File: src/rtl/adder_pkg.sv
// rtl/adder_pkg.sv - shared helpers for the pipelined adder
// Purpose: slice-width computation and signed-overflow helper used by pipe_adder.
// Ports: none (package).
package adder_pkg;

  // Bits handled by each pipeline stage.
  function automatic int chunk_of(input int width, input int stages);
    return width / stages;
  endfunction

  // Signed overflow: carry into the MSB disagrees with carry out of it.
  function automatic logic ovf_of(input logic c_into_msb, input logic c_out_msb);
    return c_into_msb ^ c_out_msb;
  endfunction

endpackage

File: src/rtl/pipe_adder_if.sv
// rtl/pipe_adder_if.sv - operand/result handshake bundle for pipe_adder
// Purpose: groups the input and output valid/ready streams of the adder.
// Signals: in_valid/in_ready/a/b/cin (operand side), out_valid/out_ready/sum/cout/ovf (result side).
// Macro PIPE_ADDER_SUB_EN adds the 1-bit 'sub' operand-side signal.
// Modports: master drives operands and accepts results; slave is the adder.
interface pipe_adder_if #(
  parameter int WIDTH = 32
);
  logic             in_valid;
  logic             in_ready;
  logic [WIDTH-1:0] a;
  logic [WIDTH-1:0] b;
  logic             cin;
`ifdef PIPE_ADDER_SUB_EN
  logic             sub;
`endif
  logic             out_valid;
  logic             out_ready;
  logic [WIDTH-1:0] sum;
  logic             cout;
  logic             ovf;

  modport master (
    output in_valid, a, b, cin,
`ifdef PIPE_ADDER_SUB_EN
    output sub,
`endif
    output out_ready,
    input  in_ready, out_valid, sum, cout, ovf
  );

  modport slave (
    input  in_valid, a, b, cin,
`ifdef PIPE_ADDER_SUB_EN
    input  sub,
`endif
    input  out_ready,
    output in_ready, out_valid, sum, cout, ovf
  );
endinterface

File: src/rtl/adder_slice.sv
// rtl/adder_slice.sv - combinational CHUNK-bit ripple adder from full_adder cells
// Ports: a_i, b_i (CHUNK bits), c_i carry in; sum_o (CHUNK bits), cout_o carry out
//        of the slice MSB, cmsb_o carry into the slice MSB.
module adder_slice #(
  parameter int CHUNK = 8
) (
  input  logic [CHUNK-1:0] a_i,
  input  logic [CHUNK-1:0] b_i,
  input  logic             c_i,
  output logic [CHUNK-1:0] sum_o,
  output logic             cout_o,
  output logic             cmsb_o
);
  // Each bit keeps its own carry nets so the ripple chain is not one
  // self-referencing vector.
  for (genvar i = 0; i < CHUNK; i++) begin : g_bit
    logic ci;
    logic co;
    if (i == 0) begin : g_lsb
      assign ci = c_i;
    end else begin : g_up
      assign ci = g_bit[i-1].co;
    end
    full_adder u_fa (
      .a_i (a_i[i]),
      .b_i (b_i[i]),
      .c_i (ci),
      .s_o (sum_o[i]),
      .c_o (co)
    );
  end

  assign cout_o = g_bit[CHUNK-1].co;
  assign cmsb_o = g_bit[CHUNK-1].ci;
endmodule

File: src/rtl/full_adder.sv
// rtl/full_adder.sv - single-bit full adder cell
// Ports: a_i, b_i, c_i (inputs); s_o sum bit, c_o carry out.
module full_adder (
  input  logic a_i,
  input  logic b_i,
  input  logic c_i,
  output logic s_o,
  output logic c_o
);
  assign s_o = a_i ^ b_i ^ c_i;
  assign c_o = (a_i & b_i) | (c_i & (a_i ^ b_i));
endmodule

File: src/rtl/pipe_adder.sv
// rtl/pipe_adder.sv - pipelined ripple-carry adder with valid/ready streams
// Purpose: WIDTH-bit a+b+cin split into STAGES slices, one slice per stage,
//          carry registered between stages; latency STAGES, one result/cycle.
// Ports: clk, rst (async, active-high); bus (pipe_adder_if.slave) carrying
//        in_valid/in_ready/a/b/cin and out_valid/out_ready/sum/cout/ovf.
// Macro PIPE_ADDER_SUB_EN: enables bus.sub; sub=1 computes a-b (cin ignored).
module pipe_adder
  import adder_pkg::*;
#(
  parameter int WIDTH  = 32,
  parameter int STAGES = 4
) (
  input logic          clk,
  input logic          rst,
  pipe_adder_if.slave  bus
);
  localparam int CHUNK = chunk_of(WIDTH, STAGES);

  if (STAGES < 1 || STAGES > WIDTH || (WIDTH % STAGES) != 0) begin : g_bad_cfg
    $error("pipe_adder: WIDTH must be a multiple of STAGES with 1 <= STAGES <= WIDTH");
  end

  typedef struct packed {
    logic             valid;
    logic             carry;
    logic [WIDTH-1:0] sum;    // completed low bits, zeros above
    logic [WIDTH-1:0] a_rem;  // unconsumed operand bits, next slice at bit 0
    logic [WIDTH-1:0] b_rem;
  } stage_t;

  logic [STAGES-1:0] v;
  logic [STAGES-1:0] adv;
  logic [WIDTH-1:0]  b_eff;
  logic              cin_eff;
  logic              ovf_q;

`ifdef PIPE_ADDER_SUB_EN
  // Subtract as a + ~b + 1; inversion covers the whole operand at capture.
  assign b_eff   = bus.sub ? ~bus.b : bus.b;
  assign cin_eff = bus.sub | bus.cin;
`else
  assign b_eff   = bus.b;
  assign cin_eff = bus.cin;
`endif

  // A stage may load when it is empty or its content moves on this cycle.
  always_comb begin
    adv = '0;
    adv[STAGES-1] = bus.out_ready | ~v[STAGES-1];
    for (int k = STAGES - 2; k >= 0; k--) begin
      adv[k] = adv[k+1] | ~v[k];
    end
  end

  assign bus.in_ready = adv[0];

  for (genvar k = 0; k < STAGES; k++) begin : g_stage
    localparam int LO = k * CHUNK;

    stage_t           st_q;
    stage_t           st_d;
    logic             up_v;
    logic             up_c;
    logic [WIDTH-1:0] up_sum;
    logic [WIDTH-1:0] up_a;
    logic [WIDTH-1:0] up_b;
    logic [CHUNK-1:0] sl_sum;
    logic             sl_cout;
    logic             sl_cmsb;

    if (k == 0) begin : g_head
      assign up_v   = bus.in_valid;
      assign up_c   = cin_eff;
      assign up_sum = '0;
      assign up_a   = bus.a;
      assign up_b   = b_eff;
    end else begin : g_body
      assign up_v   = g_stage[k-1].st_q.valid;
      assign up_c   = g_stage[k-1].st_q.carry;
      assign up_sum = g_stage[k-1].st_q.sum;
      assign up_a   = g_stage[k-1].st_q.a_rem;
      assign up_b   = g_stage[k-1].st_q.b_rem;
    end

    adder_slice #(.CHUNK(CHUNK)) u_slice (
      .a_i    (up_a[CHUNK-1:0]),
      .b_i    (up_b[CHUNK-1:0]),
      .c_i    (up_c),
      .sum_o  (sl_sum),
      .cout_o (sl_cout),
      .cmsb_o (sl_cmsb)
    );

    always_comb begin
      st_d       = '0;
      st_d.valid = up_v;
      st_d.carry = sl_cout;
      st_d.sum   = up_sum | (WIDTH'(sl_sum) << LO);
      st_d.a_rem = up_a >> CHUNK;
      st_d.b_rem = up_b >> CHUNK;
    end

    // Data only captured with a valid upstream item, so bubbles never
    // overwrite held data and idle operand buses never reach the registers.
    always_ff @(posedge clk or posedge rst) begin
      if (rst) begin
        st_q <= '0;
      end else if (adv[k]) begin
        st_q.valid <= st_d.valid;
        if (up_v) begin
          st_q.carry <= st_d.carry;
          st_q.sum   <= st_d.sum;
          st_q.a_rem <= st_d.a_rem;
          st_q.b_rem <= st_d.b_rem;
        end
      end
    end

    assign v[k] = st_q.valid;
  end

  // The last slice's MSB is the word MSB, so its carries give the overflow.
  always_ff @(posedge clk or posedge rst) begin
    if (rst) begin
      ovf_q <= 1'b0;
    end else if (adv[STAGES-1] && g_stage[STAGES-1].up_v) begin
      ovf_q <= ovf_of(g_stage[STAGES-1].sl_cmsb, g_stage[STAGES-1].sl_cout);
    end
  end

  assign bus.out_valid = v[STAGES-1];
  assign bus.sum       = g_stage[STAGES-1].st_q.sum;
  assign bus.cout      = g_stage[STAGES-1].st_q.carry;
  assign bus.ovf       = ovf_q;
endmodule

File: src/flat_wrapper.sv
// flat-port wrapper written by rule: the top's interface ports become plain ports
module pipe_adder_flat import adder_pkg::*;
#(
  parameter int WIDTH  = 32,
  parameter int STAGES = 4
)
  (clk, rst, bus_in_valid, bus_a, bus_b, bus_cin, bus_out_ready, bus_in_ready, bus_out_valid, bus_sum, bus_cout, bus_ovf);
  pipe_adder_if #(.WIDTH(WIDTH)) bus_i ();
  input logic clk;
  input logic rst;
  input wire logic [$bits(bus_i.in_valid)-1:0] bus_in_valid;
  input wire logic [$bits(bus_i.a)-1:0] bus_a;
  input wire logic [$bits(bus_i.b)-1:0] bus_b;
  input wire logic [$bits(bus_i.cin)-1:0] bus_cin;
  input wire logic [$bits(bus_i.out_ready)-1:0] bus_out_ready;
  output wire logic [$bits(bus_i.in_ready)-1:0] bus_in_ready;
  output wire logic [$bits(bus_i.out_valid)-1:0] bus_out_valid;
  output wire logic [$bits(bus_i.sum)-1:0] bus_sum;
  output wire logic [$bits(bus_i.cout)-1:0] bus_cout;
  output wire logic [$bits(bus_i.ovf)-1:0] bus_ovf;
  assign bus_i.in_valid = bus_in_valid;
  assign bus_i.a = bus_a;
  assign bus_i.b = bus_b;
  assign bus_i.cin = bus_cin;
  assign bus_i.out_ready = bus_out_ready;
  assign bus_in_ready = bus_i.in_ready;
  assign bus_out_valid = bus_i.out_valid;
  assign bus_sum = bus_i.sum;
  assign bus_cout = bus_i.cout;
  assign bus_ovf = bus_i.ovf;
  pipe_adder #(.WIDTH(WIDTH), .STAGES(STAGES)) u_core (.clk(clk), .rst(rst), .bus(bus_i));
endmodule
File: config.mk
export PLATFORM = sky130hd
export DESIGN_NAME = pipe_adder_flat
export DESIGN_NICKNAME = d
export VERILOG_FILES = /design/src/rtl/adder_pkg.sv /design/src/rtl/pipe_adder_if.sv /design/src/rtl/adder_slice.sv /design/src/rtl/full_adder.sv /design/src/rtl/pipe_adder.sv /design/src/flat_wrapper.sv
export SDC_FILE = /design/constraint.sdc
export NUM_CORES = 1
export LEC_CHECK = 0
export ABC_AREA = 0
export CORE_AREA = 2 2 176 178
export DETAILED_ROUTE_END_ITERATION = 10
export DIE_AREA = 0 0 178 180
export GPL_TIMING_DRIVEN = 0
export PLACE_DENSITY = 0.56
export SLEW_MARGIN = 30
export SYNTH_ARGS = -nofsm -noshare
export SYNTH_HDL_FRONTEND = slang
export SYNTH_SLANG_ARGS = --single-unit
File: constraint.sdc
create_clock -name clk -period 6.2 [get_ports clk]
set_input_delay 1.24 -clock clk [delete_from_list [all_inputs] [get_ports clk]]
set_output_delay 1.24 -clock clk [all_outputs]
set_load 0.05 [all_outputs]
# == After elaboration in Yosys (flattened, before gate mapping) ==
# Cells that the tools add are included.
# totals
ramBits,0
latchBits,0
output_inout_bits,36
rom_bits,0
register_bits,209
memories,0
# classes
bitwise_logic,172
n_addsub,0
n_mux,0
reduce_logical,5
mul,0
shift,0
eq_ne,0
div,0
n_lt_le_gt_ge,0
# ops
operator,count
1-bit bitwise XOR,65
1-bit bitwise AND,64
1-bit OR,36
32-bit by 24-bit OR with 32-bit output,1
32-bit OR,1
8-bit by 16-bit OR with 16-bit output,1
2-bit AND reduction,4
1-bit NOT,4
1-bit logical AND,1

# == Longest topological paths before layout ==
# Gate-level depths: netlist of the first run.
# depth
depth_word,18
ltp_mapped,13
mapped_depth_nobuf,13

# == Hierarchy ==
# Synthesis of the first run repeated with hierarchy kept, for this count alone.
# unflattened
hier_cells,431
area_unflattened_um2,7637.3
# by_module_without_submodules
mod,area_per_inst_um2,n_inst,cells_per_inst
pipe_adder,6996.7,1,399
full_adder,20.0,32,1

# == Worst setup path before layout of the first run ==
# No wires, ideal clock.
# synth_path
path_kind,in2reg
start,input port bus_cin
end,register u_core.g_stage[0].st_q (netlist bit u_core.g_stage[1].up_sum[7])
slack_ps,1801
cell_stages,12
n_path_buf,0
required_ps,6121
setup_time_ps,79
arrival_ps,4320
path_cell_list,inv_1 -> fa_1 -> inv_1 -> fa_1 -> fa_1 -> fa_1 -> fa_1 -> fa_1 -> fa_1 -> inv_1 -> fa_1 -> mux2i_1
# synth_via
elab_chain_cells,15
# synth_rtl
element,line_no,source
start: declaration,flat_wrapper.sv:14,input wire logic [$bits(bus_i.cin)-1:0] bus_cin;
1-bit bitwise AND,full_adder.sv:11,assign c_o = (a_i & b_i) | (c_i & (a_i ^ b_i));
1-bit OR,full_adder.sv:11,
1-bit bitwise AND,full_adder.sv:11,
1-bit OR,full_adder.sv:11,
1-bit bitwise AND,full_adder.sv:11,
1-bit OR,full_adder.sv:11,
1-bit bitwise AND,full_adder.sv:11,
1-bit OR,full_adder.sv:11,
1-bit bitwise AND,full_adder.sv:11,
1-bit OR,full_adder.sv:11,
1-bit bitwise AND,full_adder.sv:11,
1-bit OR,full_adder.sv:11,
1-bit bitwise AND,full_adder.sv:11,
1-bit OR,full_adder.sv:11,
1-bit bitwise XOR,full_adder.sv:10,assign s_o = a_i ^ b_i ^ c_i;
end: declaration,pipe_adder.sv:60,stage_t st_q;
# Every way passes these cells.
# A chain may end at the register's enable or synchronous reset.

# == Worst setup path after layout of the first run ==
# Ends and elaborated chain as after synthesis.

==> results.toml, run 1 <==
[yosys]
ys_warn_count = 0
syn_nets = 573
synth_area_per_cell_sq_um = 16.4
synth_cells = 472
ys_seq_area_frac = 0.597
synth_area_sq_um = 7750
synth_seq_cells = 185
ys_types = 21

[worst_setup_path]
worstSetupEndpointType = "flip-flop"
critPathLaunchType = "primary input"
worstSetupPathType = "primary input to flip-flop"
worstPathMaxFanout = 1
worstPathArrival_ns = 4.91
crit_required_ns = 6.55

[floorplan]
die-height_microns = 180
io_pins = 105
die_width_microns = 178
design.core.area_sq_um = 30200
initial_core_util = 0.257
num_rows = 64
dieArea_sq_um = 32000

[final_layout]
utilization = 0.333
design_area_sq_um = 10000
nets = 703
drive_gt1_frac = 0.374
nFillCells = 2983
syn_to_final_growth_pct = 29.6

[sta]
max_freq_ghz = 0.219
skew_ns = 0.0105
fin_tns_setup_ns = 0
rsz0062_at_grt = "false"
maxSlewViolCount = 0
period_needed_ns = 4.56
worst_slew_pin_slew_ns = 0.588
setup_ws_ns = 1.64
post-route-period-util = 0.736
hold_viol = 0
timing.slew.headroom = 0.607
finalSetupViolCount = 0

[placement]
io_buffers = 104
dp_slack_ns = 1.15
dp_hpwl_microns = 11100
gp_congestion = 0.680
placed_cell_area_sq_um = 9450

[pwr]
p_comb_frac = 0.349
clock_power_share = 0.242
p_leak_nw = 4.32
p_switching_mw = 1.55
p_per_area_nw_per_um2 = 455
seqPwrFrac = 0.409
ir_drop_v = 0.000178
switching_share = 0.339
power.internal_mw = 3.02

[drt]
drcViolationCount = 0
drtIter0Drc = 120
num_vias = 3993
viasPerCell = 3.95
wl_microns = 15400
postRouteAntennaNets = 0
wl_per_cell_microns = 15.2
dr.pass1.iters = 4

[global_routing]
grt_max_degree = 30
grt_pass1_vias = 4469
antenna_found_initial = 1
gr-usage-all-layers = 0.106
grt_pass1_wl_microns = 25500
grt_remaining_overflow = 0

[cts]
cts_buffer_depth = 2
numCtsBuffers = 17
root_buffer = "clkbuf_16"
path_clk_slew_ns = 0.07
cts_resized = 0
ctsHtreeMaxLevel = 4
cts_tree = "built"
post_cts_buffers = 0
insertion_delay_ns = 0.42
cts.sinks = 185
ctsHoldBuffers = 0

[min_path]
hp-class = "flip-flop to flip-flop"

[flow_run]
cap_violations = 0

[status]
status = "completed"
-- cell families (layout without fill, tap and decap cells) --
kind of cell	count (synthesis)	in the layout	share of synthesized area
DFF	185	185	0.597
muxes	177	177	0.269
buffers and inverters	57	200	0.0342
adders and majority gates	32	32	0.0826
AOI/OAI and AO/OA	11	11	0.00888
and+or+nand+nor	9	9	0.00694
xor gates and xnor gates	1	1	0.00113
other	0	1	0
-- layout by cell type (no fill, tap or decap), types with 2 or more instances in the layout --
cell,n
clkinvlp_4,2
nand2_1,5
clkbuf_16,17
dfrtp_1,185
clkdlybuf4s50_1,104
fa_1,32
clkinv_4,2
buf_12,5
mux2_4,27
inv_6,3
inv_1,37
mux2i_1,8
buf_16,2
bufinv_16,2
o21ai_0,6
nand2b_1,2
buf_2,13
buf_6,4
clkinv_2,3
mux2_2,142
clkbuf_8,2
-- power by group through the flow --
stage	combinational (mW)	clock [mW]	sequential (mW)
final	1.59	1.11	1.87
after global routing	1.75	1.20	1.94
after CTS	1.63	1.15	1.88
after detailed placement	1.63	0	1.90
after global placement	1.59	0	1.90
after floorplan	0.747	0	2.23
-- per-layer routing --
layer / up-vias / share of wire / track usage
li1: 1851 / - / -
met3: 6 / 0.043 / 0.0324
met5: - / 0 / 0
met4: 0 / 0.0089 / 0.0236
met2: 63 / 0.48 / 0.172
met1: 2073 / 0.47 / 0.139
-- sequential cells by signal, indices dropped and copies added, names as in the netlist --
| name | flops |
|---|---|
| u_core.g_stage.up_b | 48 |
| u_core.g_stage.up_v | 3 |
| u_core.g_stage.up_a | 48 |
| u_core.g_stage.up_c | 3 |
| u_core.bus.sum | 32 |
| u_core.bus.cout | 1 |
| u_core.bus.ovf | 1 |
| u_core.g_stage.up_sum | 48 |
| u_core.bus.out_valid | 1 |
-- cells in the mapped netlist, drive strengths merged --
library cell,number,area [sq um]
a31oi,1,6.26
clkbuf,1,5.00
mux2i,8,80.1
nand2b,2,12.5
mux2,169,2000
fa,32,641
dfrtp,185,4630
xnor2,1,8.76
o21bai,1,7.51
buf,18,118
a21boi,1,11.3
inv,38,143
nand4b,1,8.76
and4b,1,13.8
a21oi,1,5.00
nand2,5,18.8
o21ai,7,38.8
-- worst max-delay path, cell delays in order --
cell,delay [ns]
clkdlybuf4s50_1,0.40
inv_1,0.08
fa_1,0.17
inv_1,0.06
fa_1,0.37
fa_1,0.39
fa_1,0.39
fa_1,0.39
fa_1,0.38
fa_1,0.41
inv_1,0.10
fa_1,0.40
mux2i_1,0.13
-- through the flow --
step,power [mW],cells,hold WS (ns)
floorplan,2.98,472,0.467
global placement,3.49,972,0.482
detailed placement,3.53,979,0.486
CTS,4.66,1011,0.502
global route,4.89,1011,0.511
finish,4.57,1012,0.496
-- final timing paths --
path	from	to	slack [ns]	cells past startpoint
worst max-delay path	bus_cin	u_core.g_stage[1].up_sum[7]	1.64	13
worst min-delay path	u_core.g_stage[3].up_sum[17]	u_core.bus.sum[17]	0.50	1
worst max register to register	u_core.g_stage[3].up_c	u_core.bus.ovf	1.95	13
worst min register to register	u_core.g_stage[3].up_sum[17]	u_core.bus.sum[17]	0.50	1
max in group asynchronous	rst	u_core.g_stage[1].up_b[15]	3.87	6
min in group asynchronous	rst	u_core.g_stage[2].up_sum[3]	1.24	2
-- layout make-up --
cell class	instances	area (sq um)	area share
clock inverters	12	138	0.0137
multi-input cells	230	2860	0.284
repair buffers	111	1200	0.119
well taps	396	495	0.0493
clock buffers	20	457	0.0455
diodes	1	2.50	0.000249
inverters	38	146	0.0146
plain buffers	19	123	0.0122
flip-flops and latches	185	4630	0.461
(Power assumes the default switching activity.)
==> run 2: changes to the inputs <==
- clock period: 6.2 -> 4 ns (I/O delays scaled with it)
==> results.toml, run 2 (synthesis results as in run 1) <==
[status]
status = "completed"

[sta]
timing.slew.headroom = 0.586
period_needed_ns = 3.86
worst_slew_pin_slew_ns = 0.620
skew_ns = 0.0117
max_freq_ghz = 0.259
maxSlewViolCount = 0
fin_tns_setup_ns = 0
setup_ws_ns = 0.142
rsz0062_at_grt = "false"
hold_viol = 0
finalSetupViolCount = 0
post-route-period-util = 0.965

[drt]
dr.pass1.iters = 4
wl_microns = 15700
drcViolationCount = 0
wl_per_cell_microns = 15.4
num_vias = 4031
postRouteAntennaNets = 0
viasPerCell = 3.98
drtIter0Drc = 89

[placement]
dp.cells = 979
gp_congestion = 0.686
placed_cell_area_sq_um = 9450
io_buffers = 104
dp_slack_ns = -0.598
dp_hpwl_microns = 11200

[global_routing]
grt_max_degree = 29
gr-usage-all-layers = 0.105
antenna_found_initial = 1
grt_pass1_vias = 4424
grt_pass1_wl_microns = 25000
grt_remaining_overflow = 0

[final_layout]
drive_gt1_frac = 0.407
nFillCells = 2929
mostFrequentLayoutCell = "dfrtp_1"
design_area_sq_um = 10100
final_cells = 1013
utilization = 0.335
final_cell_mix = "185 x dfrtp_1, 142 x mux2_2, 104 x clkdlybuf4s50_1"
syn_to_final_growth_pct = 30.5
nets = 704

[worst_setup_path]
endpoint = "u_core.g_stage[1].up_sum[7]"
critPathLaunchType = "primary input"
r2r-start = "u_core.g_stage[1].up_a[0]"
crit_required_ns = 4.36
worstPathArrival_ns = 4.22
r2r_cells = 12
r2r_slack_ns = 0.20
worstSetupEndpointType = "flip-flop"
worstPathMaxFanout = 1
setup.worst_path.start = "bus_cin"
r2r-end = "u_core.g_stage[2].up_sum[15]"
worstSetupPathType = "primary input to flip-flop"

[floorplan]
design.core.area_sq_um = 30200
dieArea_sq_um = 32000
die_width_microns = 178
num_rows = 64
initial_core_util = 0.257
die-height_microns = 180
io_pins = 105

[pwr]
p_leak_nw = 4.32
p_per_area_nw_per_um2 = 710
ir_drop_v = 0.000288

[flow_run]
cap_violations = 0

[cts]
root_buffer = "clkbuf_16"
cts_buffer_depth = 2
insertion_delay_ns = 0.43
path_clk_slew_ns = 0.07
cts.sinks = 185
cts_tree = "built"
numCtsBuffers = 17
ctsHtreeMaxLevel = 4

[min_path]
hp-class = "flip-flop to flip-flop"
-- run 2: cell types whose count changed in the layout (fill, tap and decap cells not counted), sizes merged --
cell    previous run  this run
buf               25        26
clkbuf            21        20
bufinv             2         3
clkinv             5         6
inv               41        40
-- run 2: timing repair --
item,CTS,global route
setup buffers,0,1
gates cloned,0,0
pin swaps,1,4
setup endpoints to repair,6,4
gates resized for setup,11,8
hold buffers,0,0
-- run 2: layout make-up --
class                   count  area, sq um  share of cell area
clock inverters            13          168              0.0166
clock buffers              19          443              0.0438
inverters                  38          146              0.0145
diodes                      1         2.50            0.000247
flip-flops and latches    185         4630               0.458
multi-input cells         230         2900               0.287
well taps                 396          495              0.0490
plain buffers              19          123              0.0121
repair buffers            112         1200               0.119
-- run 2: critical path, cell delays in order --
cell and delay, ns:
clkdlybuf4s50_1 0.40, inv_1 0.08, fa_1 0.18, inv_1 0.05
fa_1 0.37, fa_2 0.35, fa_2 0.35, fa_2 0.34
fa_2 0.34, fa_2 0.36, inv_2 0.07, fa_1 0.40
mux2i_1 0.13
-- run 2: power breakdown --
part / switching (mW) / internal (mW) / total, mW
logic: 1.30 / 1.22 / 2.52
registers: 0.377 / 2.54 / 2.91
clock network: 0.740 / 1.01 / 1.75
total: 2.42 / 4.77 / 7.18
-- run 2: worst min path at each step --
stage / start / endpoint / slack, ns / cells past startpoint
CTS: u_core.g_stage[2].up_sum[1] / u_core.g_stage[2].up_sum[1] / 0.51 / 1
global route: u_core.g_stage[2].up_sum[12] / u_core.g_stage[2].up_sum[12] / 0.51 / 1
floorplan: u_core.g_stage[2].up_sum[15] / u_core.g_stage[2].up_sum[15] / 0.47 / 2
global placement: u_core.g_stage[2].up_sum[5] / u_core.g_stage[3].up_sum[5] / 0.48 / 1
detailed placement: u_core.g_stage[2].up_sum[3] / u_core.g_stage[3].up_sum[3] / 0.49 / 1
finish: u_core.g_stage[2].up_b[9] / u_core.g_stage[3].up_b[1] / 0.50 / 1
-- run 2: stage by stage --
step	hold slack [ns]	power (mW)
after global placement	0.482	5.42
final	0.500	7.18
after CTS	0.506	7.32
after global routing	0.512	7.67
after floorplan	0.467	4.62
after detailed placement	0.489	5.50
-- run 2: layer usage --
metal	up-vias	GRT usage	part of all wire
li1	1858	-	-
met1	2091	0.135	0.46
met2	68	0.171	0.49
met3	14	0.0273	0.041
met4	0	0.0344	0.012
met5	-	0	0
